==> src/rtl/mem_ctrl.sv <==
// Byte-serial memory controller: serialises instruction fetches and byte/half/word
// loads and stores onto one 8-bit synchronous RAM port, data requests first.
module mem_ctrl #(
    parameter int ADDR_W = 17
) (
    input  logic              clk,
    input  logic              rst,
    input  logic              rdy,
    input  logic              if_re,
    input  logic [31:0]       if_addr,
    output logic [31:0]       if_inst,
    output logic              if_busy,
    output logic              if_done,
    input  logic              mem_re,
    input  logic              mem_we,
    input  logic [31:0]       mem_addr,
    input  logic [1:0]        mem_width,
    input  logic              mem_sign,
    input  logic [31:0]       mem_wdata,
    output logic [31:0]       mem_rdata,
    output logic              mem_busy,
    output logic              mem_done,
    input  logic [7:0]        ram_din,
    output logic [7:0]        ram_dout,
    output logic [ADDR_W-1:0] ram_a,
    output logic              ram_wr
);
    localparam logic [1:0] S_IDLE   = 2'd0;
    localparam logic [1:0] S_IF_RD  = 2'd1;
    localparam logic [1:0] S_MEM_RD = 2'd2;
    localparam logic [1:0] S_MEM_WR = 2'd3;

    function automatic logic [2:0] f_len(input logic [1:0] width);
        case (width)
            2'd0:    return 3'd1;
            2'd1:    return 3'd2;
            default: return 3'd4;
        endcase
    endfunction

    function automatic logic [31:0] f_extend(input logic [31:0] d, input logic [1:0] width,
                                             input logic sign);
        case (width)
            2'd0:    return {{24{sign & d[7]}}, d[7:0]};
            2'd1:    return {{16{sign & d[15]}}, d[15:0]};
            default: return d;
        endcase
    endfunction

    logic [1:0]        r_state;
    logic [2:0]        r_cnt, r_len;
    logic [31:0]       r_shift;
    logic [1:0]        r_cur_width;
    logic              r_cur_sign;
    logic              r_if_pend, r_mem_pend, r_mem_we, r_mem_sign;
    logic [ADDR_W-1:0] r_if_addr, r_mem_addr;
    logic [1:0]        r_mem_width;
    logic [31:0]       r_mem_wdata;
    logic [31:0]       r_if_inst, r_mem_rdata;
    logic              r_if_busy, r_if_done, r_mem_busy, r_mem_done;
    logic [ADDR_W-1:0] r_ram_a;
    logic [7:0]        r_ram_dout;
    logic              r_ram_wr;

    logic              w_rd_state, w_capt, w_last_rd, w_last_wr, w_redirect, w_free;
    logic              w_mem_acc, w_mem_pend, w_if_pend, w_disp_mem, w_disp_if;
    logic              w_mem_we_n, w_mem_sign_n;
    logic [1:0]        w_mem_width_n;
    logic [ADDR_W-1:0] w_mem_addr_n, w_if_addr_n;
    logic [31:0]       w_mem_wdata_n, w_asm;
    logic [1:0]        w_idx, w_state_n;
    logic              w_unused_bits;

    assign w_unused_bits = &{1'b0, if_addr[31:ADDR_W], mem_addr[31:ADDR_W]};

    assign w_rd_state  = (r_state == S_IF_RD) || (r_state == S_MEM_RD);
    assign w_capt      = w_rd_state && (r_cnt != 3'd0);
    assign w_last_rd   = w_rd_state && (r_cnt == r_len);
    assign w_last_wr   = (r_state == S_MEM_WR) && ((r_cnt + 3'd1) == r_len);
    // An if_re during IF_RD abandons the fetch and frees the port on this edge.
    assign w_redirect  = if_re && (r_state == S_IF_RD);
    assign w_free      = (r_state == S_IDLE) || w_last_rd || w_last_wr || w_redirect;

    assign w_mem_acc     = (mem_re || mem_we) && !r_mem_busy;
    assign w_mem_pend    = r_mem_pend || w_mem_acc;
    assign w_mem_we_n    = w_mem_acc ? mem_we : r_mem_we;
    assign w_mem_addr_n  = w_mem_acc ? mem_addr[ADDR_W-1:0] : r_mem_addr;
    assign w_mem_width_n = w_mem_acc ? mem_width : r_mem_width;
    assign w_mem_sign_n  = w_mem_acc ? mem_sign : r_mem_sign;
    assign w_mem_wdata_n = w_mem_acc ? mem_wdata : r_mem_wdata;
    assign w_if_pend     = r_if_pend || if_re;
    assign w_if_addr_n   = if_re ? if_addr[ADDR_W-1:0] : r_if_addr;
    assign w_disp_mem    = w_free && w_mem_pend;
    assign w_disp_if     = w_free && !w_mem_pend && w_if_pend;
    assign w_idx         = r_cnt[1:0] - 2'd1;

    // Assembly word including the byte arriving on ram_din this cycle.
    always_comb begin
        w_asm = r_shift;
        if (w_capt) begin
            w_asm[{w_idx, 3'b000} +: 8] = ram_din;
        end else begin
            w_asm = r_shift;
        end
    end

    // Next transfer state after dispatch or completion.
    always_comb begin
        w_state_n = r_state;
        if (w_disp_mem) begin
            w_state_n = w_mem_we_n ? S_MEM_WR : S_MEM_RD;
        end else if (w_disp_if) begin
            w_state_n = S_IF_RD;
        end else if (w_free) begin
            w_state_n = S_IDLE;
        end else begin
            w_state_n = r_state;
        end
    end

    // Request latching, dispatch, byte sequencing and result delivery.
    always_ff @(posedge clk) begin
        if (rst) begin
            r_state     <= S_IDLE;
            r_cnt       <= 3'd0;
            r_len       <= 3'd0;
            r_shift     <= 32'd0;
            r_cur_width <= 2'd0;
            r_cur_sign  <= 1'b0;
            r_if_pend   <= 1'b0;
            r_mem_pend  <= 1'b0;
            r_mem_we    <= 1'b0;
            r_mem_sign  <= 1'b0;
            r_if_addr   <= '0;
            r_mem_addr  <= '0;
            r_mem_width <= 2'd0;
            r_mem_wdata <= 32'd0;
            r_if_inst   <= 32'd0;
            r_mem_rdata <= 32'd0;
            r_if_busy   <= 1'b0;
            r_if_done   <= 1'b0;
            r_mem_busy  <= 1'b0;
            r_mem_done  <= 1'b0;
            r_ram_a     <= '0;
            r_ram_dout  <= 8'd0;
            r_ram_wr    <= 1'b0;
        end else if (rdy) begin
            r_if_done   <= 1'b0;
            r_mem_done  <= 1'b0;
            r_mem_we    <= w_mem_we_n;
            r_mem_addr  <= w_mem_addr_n;
            r_mem_width <= w_mem_width_n;
            r_mem_sign  <= w_mem_sign_n;
            r_mem_wdata <= w_mem_wdata_n;
            r_if_addr   <= w_if_addr_n;
            r_mem_pend  <= w_mem_pend && !w_disp_mem;
            r_if_pend   <= w_if_pend && !w_disp_if;
            r_state     <= w_state_n;
            r_mem_busy  <= (w_mem_pend && !w_disp_mem) || (w_state_n == S_MEM_RD) ||
                           (w_state_n == S_MEM_WR);
            r_if_busy   <= (w_if_pend && !w_disp_if) || (w_state_n == S_IF_RD);
            if ((r_state == S_IF_RD) && w_last_rd && !if_re) begin
                r_if_inst <= w_asm;
                r_if_done <= 1'b1;
            end
            if ((r_state == S_MEM_RD) && w_last_rd) begin
                r_mem_rdata <= f_extend(w_asm, r_cur_width, r_cur_sign);
                r_mem_done  <= 1'b1;
            end
            if (w_last_wr) begin
                r_mem_done <= 1'b1;
            end
            if (w_disp_mem) begin
                r_cnt       <= 3'd0;
                r_len       <= f_len(w_mem_width_n);
                r_cur_width <= w_mem_width_n;
                r_cur_sign  <= w_mem_sign_n;
                r_ram_a     <= w_mem_addr_n;
                r_ram_dout  <= w_mem_wdata_n[7:0];
                r_shift     <= w_mem_we_n ? {8'd0, w_mem_wdata_n[31:8]} : 32'd0;
                r_ram_wr    <= w_mem_we_n;
            end else if (w_disp_if) begin
                r_cnt       <= 3'd0;
                r_len       <= 3'd4;
                r_cur_width <= 2'd2;
                r_cur_sign  <= 1'b0;
                r_ram_a     <= w_if_addr_n;
                r_shift     <= 32'd0;
                r_ram_wr    <= 1'b0;
            end else if (w_free) begin
                r_cnt    <= 3'd0;
                r_ram_wr <= 1'b0;
            end else if (r_state == S_MEM_WR) begin
                r_cnt      <= r_cnt + 3'd1;
                r_ram_a    <= r_ram_a + ADDR_W'(1);
                r_ram_dout <= r_shift[7:0];
                r_shift    <= {8'd0, r_shift[31:8]};
                r_ram_wr   <= 1'b1;
            end else begin
                r_cnt   <= r_cnt + 3'd1;
                r_shift <= w_asm;
                if ((r_cnt + 3'd1) < r_len) begin
                    r_ram_a <= r_ram_a + ADDR_W'(1);
                end
            end
        end
    end

    assign if_inst   = r_if_inst;
    assign if_busy   = r_if_busy;
    assign if_done   = r_if_done;
    assign mem_rdata = r_mem_rdata;
    assign mem_busy  = r_mem_busy;
    assign mem_done  = r_mem_done;
    assign ram_a     = r_ram_a;
    assign ram_dout  = r_ram_dout;
    assign ram_wr    = r_ram_wr & rdy;
endmodule

==> config.mk <==
export PLATFORM = sky130hd
export DESIGN_NAME = mem_ctrl
export DESIGN_NICKNAME = d
export VERILOG_FILES = /design/src/rtl/mem_ctrl.sv
export SDC_FILE = /design/constraint.sdc
export NUM_CORES = 1
export LEC_CHECK = 0
export BUFFER_PORTS_ARGS = -buffer_cell sky130_fd_sc_hd__buf_2
export CAP_MARGIN = 10
export CORE_MARGIN = 4
export CORE_UTILIZATION = 47
export DETAILED_ROUTE_END_ITERATION = 6
export GPL_TIMING_DRIVEN = 0
export PLACE_DENSITY = 0.7
export SYNTH_ARGS = -nofsm -noshare
export SYNTH_HDL_FRONTEND = slang
export SYNTH_SLANG_ARGS = --single-unit
==> constraint.sdc <==
create_clock -name clk -period 6.45 [get_ports clk]
set_input_delay 0.645 -clock clk [delete_from_list [all_inputs] [get_ports clk]]
set_output_delay 0.645 -clock clk [all_outputs]
set_load 0.01 [all_outputs]
==> out/metrics.cfg, run 1 <==
[cts]
cts_buffer_depth=3
ctsResizeCount=0
insertion_delay_ns=0.53
cts_hold_buffers=0
cts-root-buf=clkbuf_16
tritoncts=done
post-cts-setup-buffers=0
cts.clk_slew.worst_paths_ns=0.06
clkSinkCount=208
cts_inserted_buffers=24
htree_levels=1

[grt]
grt_max_degree=14
antenna_found_initial=0
grt_pass1_vias=9420
grt_pass1_wl_um=53100
overflow=0
grt_usage_pct=27.6

[critical_path]
crit_chain=inv_1 > ha_1 > ha_1 > nand4_1 > a31oi_1 > buf_2 > nor3_1 > nor2_1 > o32ai_2
critPathTopFamily=compound AO/OA/AOI/OAI gates
worst-path-max-fanout=11
cp_slowest_cell=a31oi_1
max_stage_delay_ns=0.74
arrival_ns=3.70
worstPathRequired_ns=6.84
path_buf_inv=2
critical_path_class=reg2reg
cp_common_cell=ha_1
crit_path_start_kind=flip-flop
cp-end-kind=flip-flop

[route]
drtIter0Drc=1149
firstDrtPassIters=5
dr_total_vias=10200
drcViolationCount=0
vias_per_cell=5.77
wire_per_inst_um=19.6
wl_um=34700
detail-route-antenna-nets=0

[sta]
rsz0062_at_grt=no
hold_violations=0
relSlewSlack_pct=45.4
post-route-period-util_pct=51.3
timing.hold.ws_ns=0.363
worstMarginPinSlew_ns=0.815
period_minus_slack_ns=3.31
finClkSkew_ns=0.0171
totalNegativeSetupSlack_ns=0
fmax_mhz=302
slew_viol_final=0
setup_viol=0

[power_and_ir_drop]
leakage_nw=5.03
power_mw=3.85
p_per_area_nw_per_um2=312
vdd_drop_max_uv=202

[layout]
area_delta_synth_final_pct=21.2
nets=1608
regArea_um2=4160
nFillCells=1971
post_route_cells_drive_above_1_share_pct=19.2
fin_cells=1775
multi_input_area_um2=5450

[status]
status=finished, final reports clean

[logic_synthesis]
ys_ff_latch=208
synth_edf_count=0
ys.flop_type=dfxtp_1
ys_seq_area_share_pct=40.9
synthCells=1280
synth_top_area_cell=dfxtp_1
synthesis.area_um2=10200
postSynthNetCount=1407
synthTopCellsByArea=dfxtp_1 (41%), nand2_1 (11%), mux2i_1 (7.0%)
synth.top_cell.area_share_pct=40.9
yosysWarnings=0
async_flop_share_pct=0
syn_area_per_cell_um2=7.95
ys_types=70

[die]
row_count=53
die_y_um=155
core_area_um2=21200
dieWidth_um=155
initial_core_util_pct=48.1
io_pins=207
dieArea_um2=24100

[min_path]
hold_path_class=in2reg

[placement]
portBuffers=175
dpl.hpwl_um=25800
dp_cells=1730
gp_congestion=0.969

[flow_run]
drv_cap=0

## report_power, final
part	switching (mW)	total [mW]	internal, mW
registers	0.0763	1.45	1.37
clock network	0.564	1.61	1.04
logic	0.534	0.797	0.263
total	1.17	3.85	2.68
## metal layers
| metal | GRT usage, % | up-vias | routed length (um) |
|---|---|---|---|
| li1 | - | 4872 | - |
| met5 | 0 | - | 0 |
| met3 | 5.51 | 72 | 3420 |
| met2 | 42.0 | 508 | 15300 |
| met4 | 7.65 | 0 | 894 |
| met1 | 39.8 | 4790 | 15100 |
## cell usage in the layout (no fill, tap or decap), types with 3 or more instances in the layout
cell       count
nand2_1      299
dfxtp_1      208
buf_2        191
a21oi_1      128
nor2_1       113
mux2i_1       71
clkbuf_1      66
a211oi_1      45
nor3_1        40
inv_1         36
nand3_1       31
o21ai_0       27
a221oi_1      25
clkbuf_16     25
mux2_2        16
ha_1          14
and2_1        12
a31oi_1       12
o22ai_1       11
a22o_1         9
o32ai_2        8
o2bb2ai_1      8
bufinv_16      7
buf_4          6
buf_1          6
a311oi_1       5
clkbuf_8       5
and3_1         4
buf_6          4
xnor2_1        3
or2_2          3
nand4_1        3
a22oi_1        3
o32ai_1        3
nand2b_1       3
clkinv_2       3
## worst paths after layout
kind,startpoint,end,slack [ns],cells after the start
min,mem_wdata[21],r_mem_wdata[21]$_SDFFE_PP0P_,0.36,3
min reg2reg,r_mem_addr[15]$_SDFFE_PP0P_,r_mem_addr[15]$_SDFFE_PP0P_,0.45,2
max reg2reg,r_cnt[0]$_SDFFE_PP0P_,ram_a[8]$_SDFFE_PP0P_,3.14,9
max,r_cnt[0]$_SDFFE_PP0P_,ram_a[8]$_SDFFE_PP0P_,3.14,9
## cell families (layout without fill, tap and decap cells)
kind of cell	after synthesis	count (layout)	synth area share (%)
adders and majority gates	14	14	1.72
and+or+nand+nor	528	528	22.1
other	0	1	0
buffers and inverters	132	351	5.58
DFF	208	208	40.9
muxes	89	89	9.11
AOI/OAI and AO/OA	305	305	20.2
xor gates and xnor gates	4	4	0.344
## worst register-to-register path, delay by kind of cell, from the launching register on
family / cells / cell delay (ns)
adders and majority gates: 2 / 0.77
AOI/OAI and AO/OA: 2 / 0.84
DFF: 1 / 0.57
buffers and inverters: 2 / 0.53
and+or+nand+nor: 3 / 0.46
## metrics by stage
step	cell area [um2]	util, %	setup WS (ns)
2_1_floorplan	10200	-	3.80
4_1_cts	12300	58.3	3.20
6_report	12300	58.3	3.14
3_3_place_gp	11400	53.9	3.26
3_5_place_dp	11400	53.9	3.21
5_1_grt	12300	58.3	2.89
## cell type report
| type | count | share of cell area, % |
|---|---|---|
| clock buffers | 33 | 5.72 |
| repair buffers | 175 | 7.10 |
| well taps | 275 | 2.79 |
| flip-flops and latches | 208 | 33.7 |
| clock inverters | 11 | 1.89 |
| inverters | 37 | 1.13 |
| multi-input cells | 940 | 44.1 |
| diodes | 1 | 0.0203 |
| plain buffers | 95 | 3.48 |
## flip-flops by register name (all words and copies together) (netlist names), 8 cells and up
| signal | count |
|---|---|
| if_inst | 32 |
| mem_rdata | 32 |
| r_mem_wdata | 32 |
| r_shift | 32 |
| r_if_addr | 17 |
| r_mem_addr | 17 |
| ram_a | 17 |
| ram_dout | 8 |
## Yosys cell counts, types with 3 or more instances
master and instances:
buf_1 6, o32ai_1 3, inv_1 36, a221oi_1 25, and2_1 12, nor3_1 40
xnor2_1 3, a311oi_1 5, clkbuf_1 63, o22ai_1 11, nor2_1 113, o21ai_0 27
o32ai_2 8, a211oi_1 45, dfxtp_1 208, a31oi_1 12, mux2_2 16, and3_1 4
a22o_1 9, nand3_1 31, or2_2 3, o2bb2ai_1 8, nand4_1 3, buf_4 6
buf_2 16, nand2b_1 3, nand2_1 299, buf_6 4, a22oi_1 3, a21oi_1 128
ha_1 14, mux2i_1 71
No activity file was read; power rests on OpenSTA's default activity.
==> inputs of run 2 (changes only) <==
--- a/config.mk
+++ b/config.mk
@@ -5,13 +5,14 @@
 export SDC_FILE = /design/constraint.sdc
 export NUM_CORES = 1
 export LEC_CHECK = 0
+export ABC_AREA = 1
 export BUFFER_PORTS_ARGS = -buffer_cell sky130_fd_sc_hd__buf_2
 export CAP_MARGIN = 10
 export CORE_MARGIN = 4
 export CORE_UTILIZATION = 47
 export DETAILED_ROUTE_END_ITERATION = 6
 export GPL_TIMING_DRIVEN = 0
-export PLACE_DENSITY = 0.7
+export PLACE_DENSITY = 0.72
 export SYNTH_ARGS = -nofsm -noshare
 export SYNTH_HDL_FRONTEND = slang
 export SYNTH_SLANG_ARGS = --single-unit
==> constraint.sdc (replaced) <==
create_clock -name clk -period 3.04 [get_ports clk]
set_input_delay 0.304 -clock clk [delete_from_list [all_inputs] [get_ports clk]]
set_output_delay 0.304 -clock clk [all_outputs]
set_load 0.01 [all_outputs]
==> out/metrics.cfg, run 2 <==
[sta]
relSlewSlack_pct=38.8  ; was 45.4%
slew_viol_final=0  ; unchanged
period_minus_slack_ns=2.80  ; was 3.31 ns
hold_violations=0  ; unchanged
worstMarginPinSlew_ns=0.909  ; was 0.815 ns
timing.hold.ws_ns=0.153  ; was 0.363 ns
rsz0062_at_grt=no  ; unchanged
fmax_mhz=357  ; was 302 MHz
post-route-period-util_pct=92.3  ; was 51.3%
setup_viol=0  ; unchanged
finClkSkew_ns=0.0142  ; was 0.0171 ns

[critical_path]
cp-end-kind=flip-flop  ; unchanged
arrival_ns=3.20  ; was 3.70 ns
timing.rr.end=ram_dout[4]$_SDFFE_PP0P_  ; was ram_a[8]$_SDFFE_PP0P_
critical_path_class=reg2reg  ; unchanged
worst-path-max-fanout=10  ; was 11
r2r-start=r_cnt[0]$_SDFFE_PP0P_  ; unchanged
worst-r2r-cell-count=12  ; was 9
rrSetupSlack_ns=0.24  ; was 3.14 ns
worstPathRequired_ns=3.43  ; was 6.84 ns
crit_path_start_kind=flip-flop  ; unchanged

[die]
initial_core_util_pct=48.1  ; about the same
dieWidth_um=158  ; was 155 um
die_y_um=158  ; was 155 um
io_pins=207  ; unchanged
dieArea_um2=25000  ; was 24,100 um2
core_area_um2=22000  ; was 21,200 um2
row_count=54  ; was 53

[logic_synthesis]
synthCells=1550  ; was 1,280
synthTopCellsByArea=dfxtp_1 (39%), o21ai_0 (11%), a21oi_1 (8.8%)  ; was dfxtp_1 (41%), nand2_1 (11%), mux2i_1 (7.0%)
postSynthNetCount=1677  ; was 1,407
yosysWarnings=0  ; unchanged
async_flop_share_pct=0  ; unchanged
synth_edf_count=0  ; unchanged
ys_types=43  ; was 70
synth.top_cell.area_share_pct=39.4  ; was 40.9%
synthTopCellsByCount=nand2_1 (230), o21ai_0 (222), dfxtp_1 (208)  ; was nand2_1 (299), dfxtp_1 (208), a21oi_1 (128)
ys_seq_area_share_pct=39.4  ; was 40.9%
synth_top_area_cell=dfxtp_1  ; unchanged
yosysMostFrequentCell=nand2_1  ; unchanged
syn_area_per_cell_um2=6.82  ; was 7.95 um2
synthesis.area_um2=10600  ; was 10,200 um2
ys.flop_type=dfxtp_1  ; unchanged
ys_ff_latch=208  ; unchanged

[cts]
clkSinkCount=208  ; unchanged
insertion_delay_ns=0.52  ; was 0.53 ns
tritoncts=done  ; unchanged
cts_inserted_buffers=24  ; unchanged
cts-root-buf=clkbuf_16  ; unchanged
cts_hold_buffers=0  ; unchanged
cts.clk_slew.worst_paths_ns=0.06  ; about the same
htree_levels=1  ; unchanged
cts_buffer_depth=3  ; unchanged

[layout]
final_area_um2=12600  ; was 12,300 um2
utilization_pct=57.3  ; was 58.3%
fin_cells=2048  ; was 1,775
post_route_cells_drive_above_1_share_pct=17.3  ; was 19.2%
nFillCells=2168  ; was 1,971
nets=1877  ; was 1,608
area_delta_synth_final_pct=19.0  ; was 21.2%
final_common_cell=nand2_1  ; unchanged
layout_common_cells=nand2_1 (230), o21ai_0 (222), dfxtp_1 (207)  ; was nand2_1 (299), dfxtp_1 (208), buf_2 (191)

[route]
detail-route-antenna-nets=0  ; unchanged
vias_per_cell=5.48  ; was 5.77
firstDrtPassIters=6  ; was 5
wire_per_inst_um=17.8  ; was 19.6 um
drtIter0Drc=878  ; was 1,149
dr_total_vias=11200  ; was 10.2k
drcViolationCount=0  ; unchanged
wl_um=36400  ; was 34,700 um

[placement]
dp_cells=2003  ; was 1,730
gp_congestion=0.945  ; was 0.969
dpl.hpwl_um=27800  ; was 25,800 um
portBuffers=173  ; was 175
dpl_cell_area_um2=11800  ; was 11,400 um2

[grt]
grt_usage_pct=28.4  ; was 27.6%
grt_pass1_vias=10500  ; was 9,420
antenna_found_initial=1  ; was 0
grt_pass1_wl_um=56000  ; was 53,100 um
grt_max_degree=17  ; was 14
overflow=0  ; unchanged

[min_path]
hold_depth=5  ; was 3
hold_path_class=in2reg  ; unchanged
hold-path-endpoint=r_if_addr[13]$_SDFFE_PP0P_  ; was r_mem_wdata[21]$_SDFFE_PP0P_
holdCritStartpoint=if_addr[13]  ; was mem_wdata[21]

[power_and_ir_drop]
vdd_drop_max_uv=393  ; was 202 uV
power_mw=8.29  ; was 3.85 mW
leakage_nw=6.02  ; was 5.03 nW
p_per_area_nw_per_um2=659  ; was 312 nW/um2

[status]
status=finished, final reports clean  ; unchanged

[flow_run]
drv_cap=0  ; unchanged

run 2: cell types whose count changed in the layout (fill, tap and decap cells not counted), moves of 42 or more:
cell,change
a21oi_1,+58
o21ai_0,+195
nand2_1,-69
a211oi_1,-42
mux2i_1,-69
nor2_1,+50
inv_1,+152
run 2: routing by layer:
layer	track usage [%]	up-vias	part of all wire (%)	routed length [um]
li1	-	5482	-	-
met1	37.8	5186	43	15500
met2	47.9	471	47	17100
met3	2.65	89	6.7	2450
met4	10.7	0	3.8	1370
met5	0	-	0	0
run 2: worst max-delay path by stage:
stage | start | endpoint | slack, ns | cells past startpoint
final | r_cnt[0]$_SDFFE_PP0P_ | ram_dout[4]$_SDFFE_PP0P_ | 0.24 | 12
after global routing | r_cnt[0]$_SDFFE_PP0P_ | r_shift[15]$_SDFFE_PP0P_ | 0.15 | 13
after CTS | r_cnt[0]$_SDFFE_PP0P_ | r_shift[15]$_SDFFE_PP0P_ | 0.18 | 13
after detailed placement | r_cnt[0]$_SDFFE_PP0P_ | r_shift[17]$_SDFFE_PP0P_ | -0.16 | 12
after global placement | r_cnt[0]$_SDFFE_PP0P_ | r_shift[17]$_SDFFE_PP0P_ | -0.14 | 12
after floorplan | r_cnt[0]$_SDFFE_PP0P_ | ram_a[10]$_SDFFE_PP0P_ | 0.49 | 16
run 2: final cells by class:
class                   instances  area, um2  share of cell area, %
diodes                          1       2.50                 0.0199
plain buffers                 104        484                   3.85
clock buffers                  37        731                   5.81
clock inverters                 6       38.8                  0.308
inverters                     199        753                   5.99
multi-input cells            1038       5170                   41.1
flip-flops and latches        208       4170                   33.1
well taps                     280        350                   2.78
repair buffers                175        881                   7.00
run 2: power breakdown:
part | internal [mW] | switching (mW)
Clock | 1.65 | 1.18
Combinational | 0.722 | 1.51
Sequential | 2.99 | 0.229
Total | 5.37 | 2.93
run 2: cell families after synthesis:
family / share of synthesized area [%]
AOI/OAI and AO/OA: 26.1
xor gates and xnor gates: 0.912
adders and majority gates: 1.66
buffers and inverters: 11.7
DFF: 39.4
muxes: 0.189
and+or+nand+nor: 20.1
run 2: critical path: stages (launching register included):
cell,delay (ns)
dfxtp_2,0.47
clkinvlp_4,0.18
ha_1,0.34
ha_1,0.29
nand2_1,0.11
nor2_2,0.07
nor2_4,0.14
nand2_4,0.11
nand2_2,0.16
buf_2,0.25
o21ai_0,0.10
o21ai_0,0.37
a21oi_1,0.08
run 2: timing repair:
item,in CTS,in global routing
resized for setup,2,4
setup buffers,0,2
cloned,0,0
setup endpoints to repair,61,12
run 2: per-stage QoR:
stage               worst slack, ns  setup TNS [ns]
finish                        0.235               0
global route                  0.147               0
CTS                           0.182               0
detailed placement           -0.160           -2.31
global placement             -0.143           -1.46
floorplan                     0.491               0
==> inputs of run 3 (changes only) <==
--- a/config.mk
+++ b/config.mk
@@ -6,13 +6,12 @@
 export NUM_CORES = 1
 export LEC_CHECK = 0
 export ABC_AREA = 1
-export BUFFER_PORTS_ARGS = -buffer_cell sky130_fd_sc_hd__buf_2
 export CAP_MARGIN = 10
 export CORE_MARGIN = 4
 export CORE_UTILIZATION = 47
 export DETAILED_ROUTE_END_ITERATION = 6
+export DONT_BUFFER_PORTS = 1
 export GPL_TIMING_DRIVEN = 0
-export PLACE_DENSITY = 0.72
 export SYNTH_ARGS = -nofsm -noshare
 export SYNTH_HDL_FRONTEND = slang
 export SYNTH_SLANG_ARGS = --single-unit
==> out/metrics.cfg, run 3 (synthesis results as in run 2) <==
[die]
die_y_um=158  ; unchanged
initial_core_util_pct=48.1  ; unchanged
io_pins=207  ; unchanged
dieArea_um2=25000  ; unchanged
dieWidth_um=158  ; unchanged
row_count=54  ; unchanged
core_area_um2=22000  ; unchanged

[sta]
hold_violations=0  ; unchanged
relSlewSlack_pct=45.3  ; was 38.8%
fmax_mhz=353  ; was 357 MHz
finClkSkew_ns=0.0135  ; was 0.0142 ns
period_minus_slack_ns=2.83  ; was 2.80 ns
worstMarginPinSlew_ns=0.811  ; was 0.909 ns
totalNegativeSetupSlack_ns=0  ; unchanged
post-route-period-util_pct=93.1  ; was 92.3%
rsz0062_at_grt=no  ; unchanged
setup_viol=0  ; unchanged
slew_viol_final=0  ; unchanged

[layout]
n_antenna_cell=0  ; was 1
nFillCells=2238  ; was 2,168
nets=1705  ; was 1,877
final_common_cell=nand2_1  ; unchanged
final_area_um2=11800  ; was 12,600 um2
post_route_cells_drive_above_1_share_pct=8.40  ; was 17.3%
area_delta_synth_final_pct=11.3  ; was 19.0%
layout_common_cells=nand2_1 (230), o21ai_0 (222), dfxtp_1 (207)  ; unchanged

[cts]
cts_hold_buffers=0  ; unchanged
tritoncts=done  ; unchanged
clkSinkCount=208  ; unchanged
cts_buffer_depth=3  ; unchanged
htree_levels=1  ; unchanged
cts_inserted_buffers=24  ; unchanged
cts-root-buf=clkbuf_16  ; unchanged
insertion_delay_ns=0.52  ; about the same
cts.clk_slew.worst_paths_ns=0.06  ; about the same

[critical_path]
arrival_ns=3.22  ; was 3.20 ns
worst-path-max-fanout=10  ; unchanged
max_stage_delay_ns=0.47  ; about the same
timing.rr.end=ram_dout[7]$_SDFFE_PP0P_  ; was ram_dout[4]$_SDFFE_PP0P_
worstPathRequired_ns=3.43  ; about the same
crit_chain=clkinvlp_4 > ha_1 > ha_1 > nand2_1 > nor2_2 > nor2_4 > nand2_4 > nand2_2 > buf_2 > o21ai_0 > o21ai_0 > a21oi_1  ; unchanged
worst-r2r-cell-count=12  ; unchanged
rrSetupSlack_ns=0.21  ; was 0.24 ns
crit_path_start_kind=flip-flop  ; unchanged
path_buf_inv=2  ; unchanged
cp-end-kind=flip-flop  ; unchanged
cp_slowest_cell=dfxtp_2  ; unchanged
critPathTopFamily=adder cells  ; unchanged
r2r-start=r_cnt[0]$_SDFFE_PP0P_  ; unchanged
critical_path_class=reg2reg  ; unchanged

[route]
drtIter0Drc=749  ; was 878
vias_per_cell=5.52  ; was 5.48
wl_um=35500  ; was 36,400 um
wire_per_inst_um=18.9  ; was 17.8 um
dr_total_vias=10300  ; was 11.2k
drcViolationCount=0  ; unchanged
detail-route-antenna-nets=0  ; unchanged
firstDrtPassIters=6  ; unchanged

[grt]
antenna_found_initial=0  ; was 1
grt_pass1_wl_um=53300  ; was 56,000 um
grt_max_degree=17  ; unchanged
grt_pass1_vias=9604  ; was 10.5k
overflow=0  ; unchanged
grt_usage_pct=27.4  ; was 28.4%

[flow_run]
drv_cap=0  ; unchanged

[min_path]
holdCritStartpoint=if_addr[12]  ; was if_addr[13]
hold_path_class=in2reg  ; unchanged
hold_depth=4  ; was 5
hold-path-endpoint=r_if_addr[12]$_SDFFE_PP0P_  ; was r_if_addr[13]$_SDFFE_PP0P_

[status]
status=finished, final reports clean  ; unchanged

[placement]
gp_congestion=0.946  ; was 0.945
portBuffers=0  ; was 173
dpl_cell_area_um2=10900  ; was 11,800 um2
dpl.hpwl_um=27300  ; was 27,800 um

[power_and_ir_drop]
leakage_nw=5.22  ; was 6.02 nW
vdd_drop_max_uv=462  ; was 393 uV
p_per_area_nw_per_um2=700  ; was 659 nW/um2

run 3: cell types whose count changed in the layout (fill, tap and decap cells not counted):
cell	before	now
bufinv_16	0	2
inv_8	1	0
clkinv_2	4	5
diode_2	1	0
clkbuf_2	3	2
buf_4	11	12
buf_2	200	27
clkbuf_1	62	61
run 3: tightest hold or removal path, delay by kind of cell:
family | cells | cell delay, ns
AOI/OAI and AO/OA | 2 | 0.17
and+or+nand+nor | 1 | 0.03
buffers and inverters | 1 | 0.05
run 3: layout make-up:
cell class / count / area [um2] / area share [%]
buffer: 104 / 483 / 4.11
clock buffer: 35 / 723 / 6.15
clock inverter: 8 / 92.6 / 0.787
inverter: 199 / 753 / 6.40
multi-input combinational: 1038 / 5170 / 44.0
sequential: 208 / 4170 / 35.4
tap: 280 / 350 / 2.98
timing repair buffer: 3 / 22.5 / 0.191
run 3: report_power, final:
part / switching (mW) / internal [mW]
Combinational: 1.37 / 0.617
Clock: 1.16 / 1.81
Sequential: 0.296 / 2.99
Total: 2.82 / 5.42
run 3: how the worst max path moves through the flow:
stage,startpoint,end,slack [ns],cells after the start
2_1_floorplan,r_cnt[0]$_SDFFE_PP0P_,ram_a[10]$_SDFFE_PP0P_,0.49,16
3_3_place_gp,r_cnt[0]$_SDFFE_PP0P_,mem_rdata[31]$_SDFFE_PP0P_,-0.14,14
3_5_place_dp,r_cnt[0]$_SDFFE_PP0P_,ram_dout[7]$_SDFFE_PP0P_,-0.16,13
4_1_cts,r_cnt[0]$_SDFFE_PP0P_,ram_dout[7]$_SDFFE_PP0P_,0.15,12
5_1_grt,r_cnt[0]$_SDFFE_PP0P_,r_shift[2]$_SDFFE_PP0P_,0.02,13
6_report,r_cnt[0]$_SDFFE_PP0P_,ram_dout[7]$_SDFFE_PP0P_,0.21,12
run 3: repair_timing:
| item | in CTS | in global routing |
|---|---|---|
| cloned | 0 | 0 |
| gates resized for setup | 2 | 3 |
| buffers inserted | 0 | 3 |
| setup endpoints to repair | 79 | 28 |
| hold endpoints to repair | 0 | 0 |
run 3: metal layers:
metal / share of wire, % / up-vias / global-route usage (%)
li1: - / 5125 / -
met1: 42 / 4830 / 35.7
met2: 48 / 321 / 46.5
met3: 7.4 / 68 / 5.08
met4: 3.0 / 0 / 8.25
met5: 0 / - / 0
run 3: per-stage QoR:
stage          cells  utilization (%)  worst slack (ns)  hold WS [ns]  power, mW
2_1_floorplan   1550                -             0.491         0.435       4.66
3_3_place_gp    1830             49.7            -0.140         0.453       5.27
3_5_place_dp    1830             49.7            -0.160         0.460       5.29
4_1_cts         1872             53.5             0.148        0.0512       8.25
5_1_grt         1875             53.6            0.0233         0.102       8.65
6_report        1875             53.6             0.210        0.0746       8.24
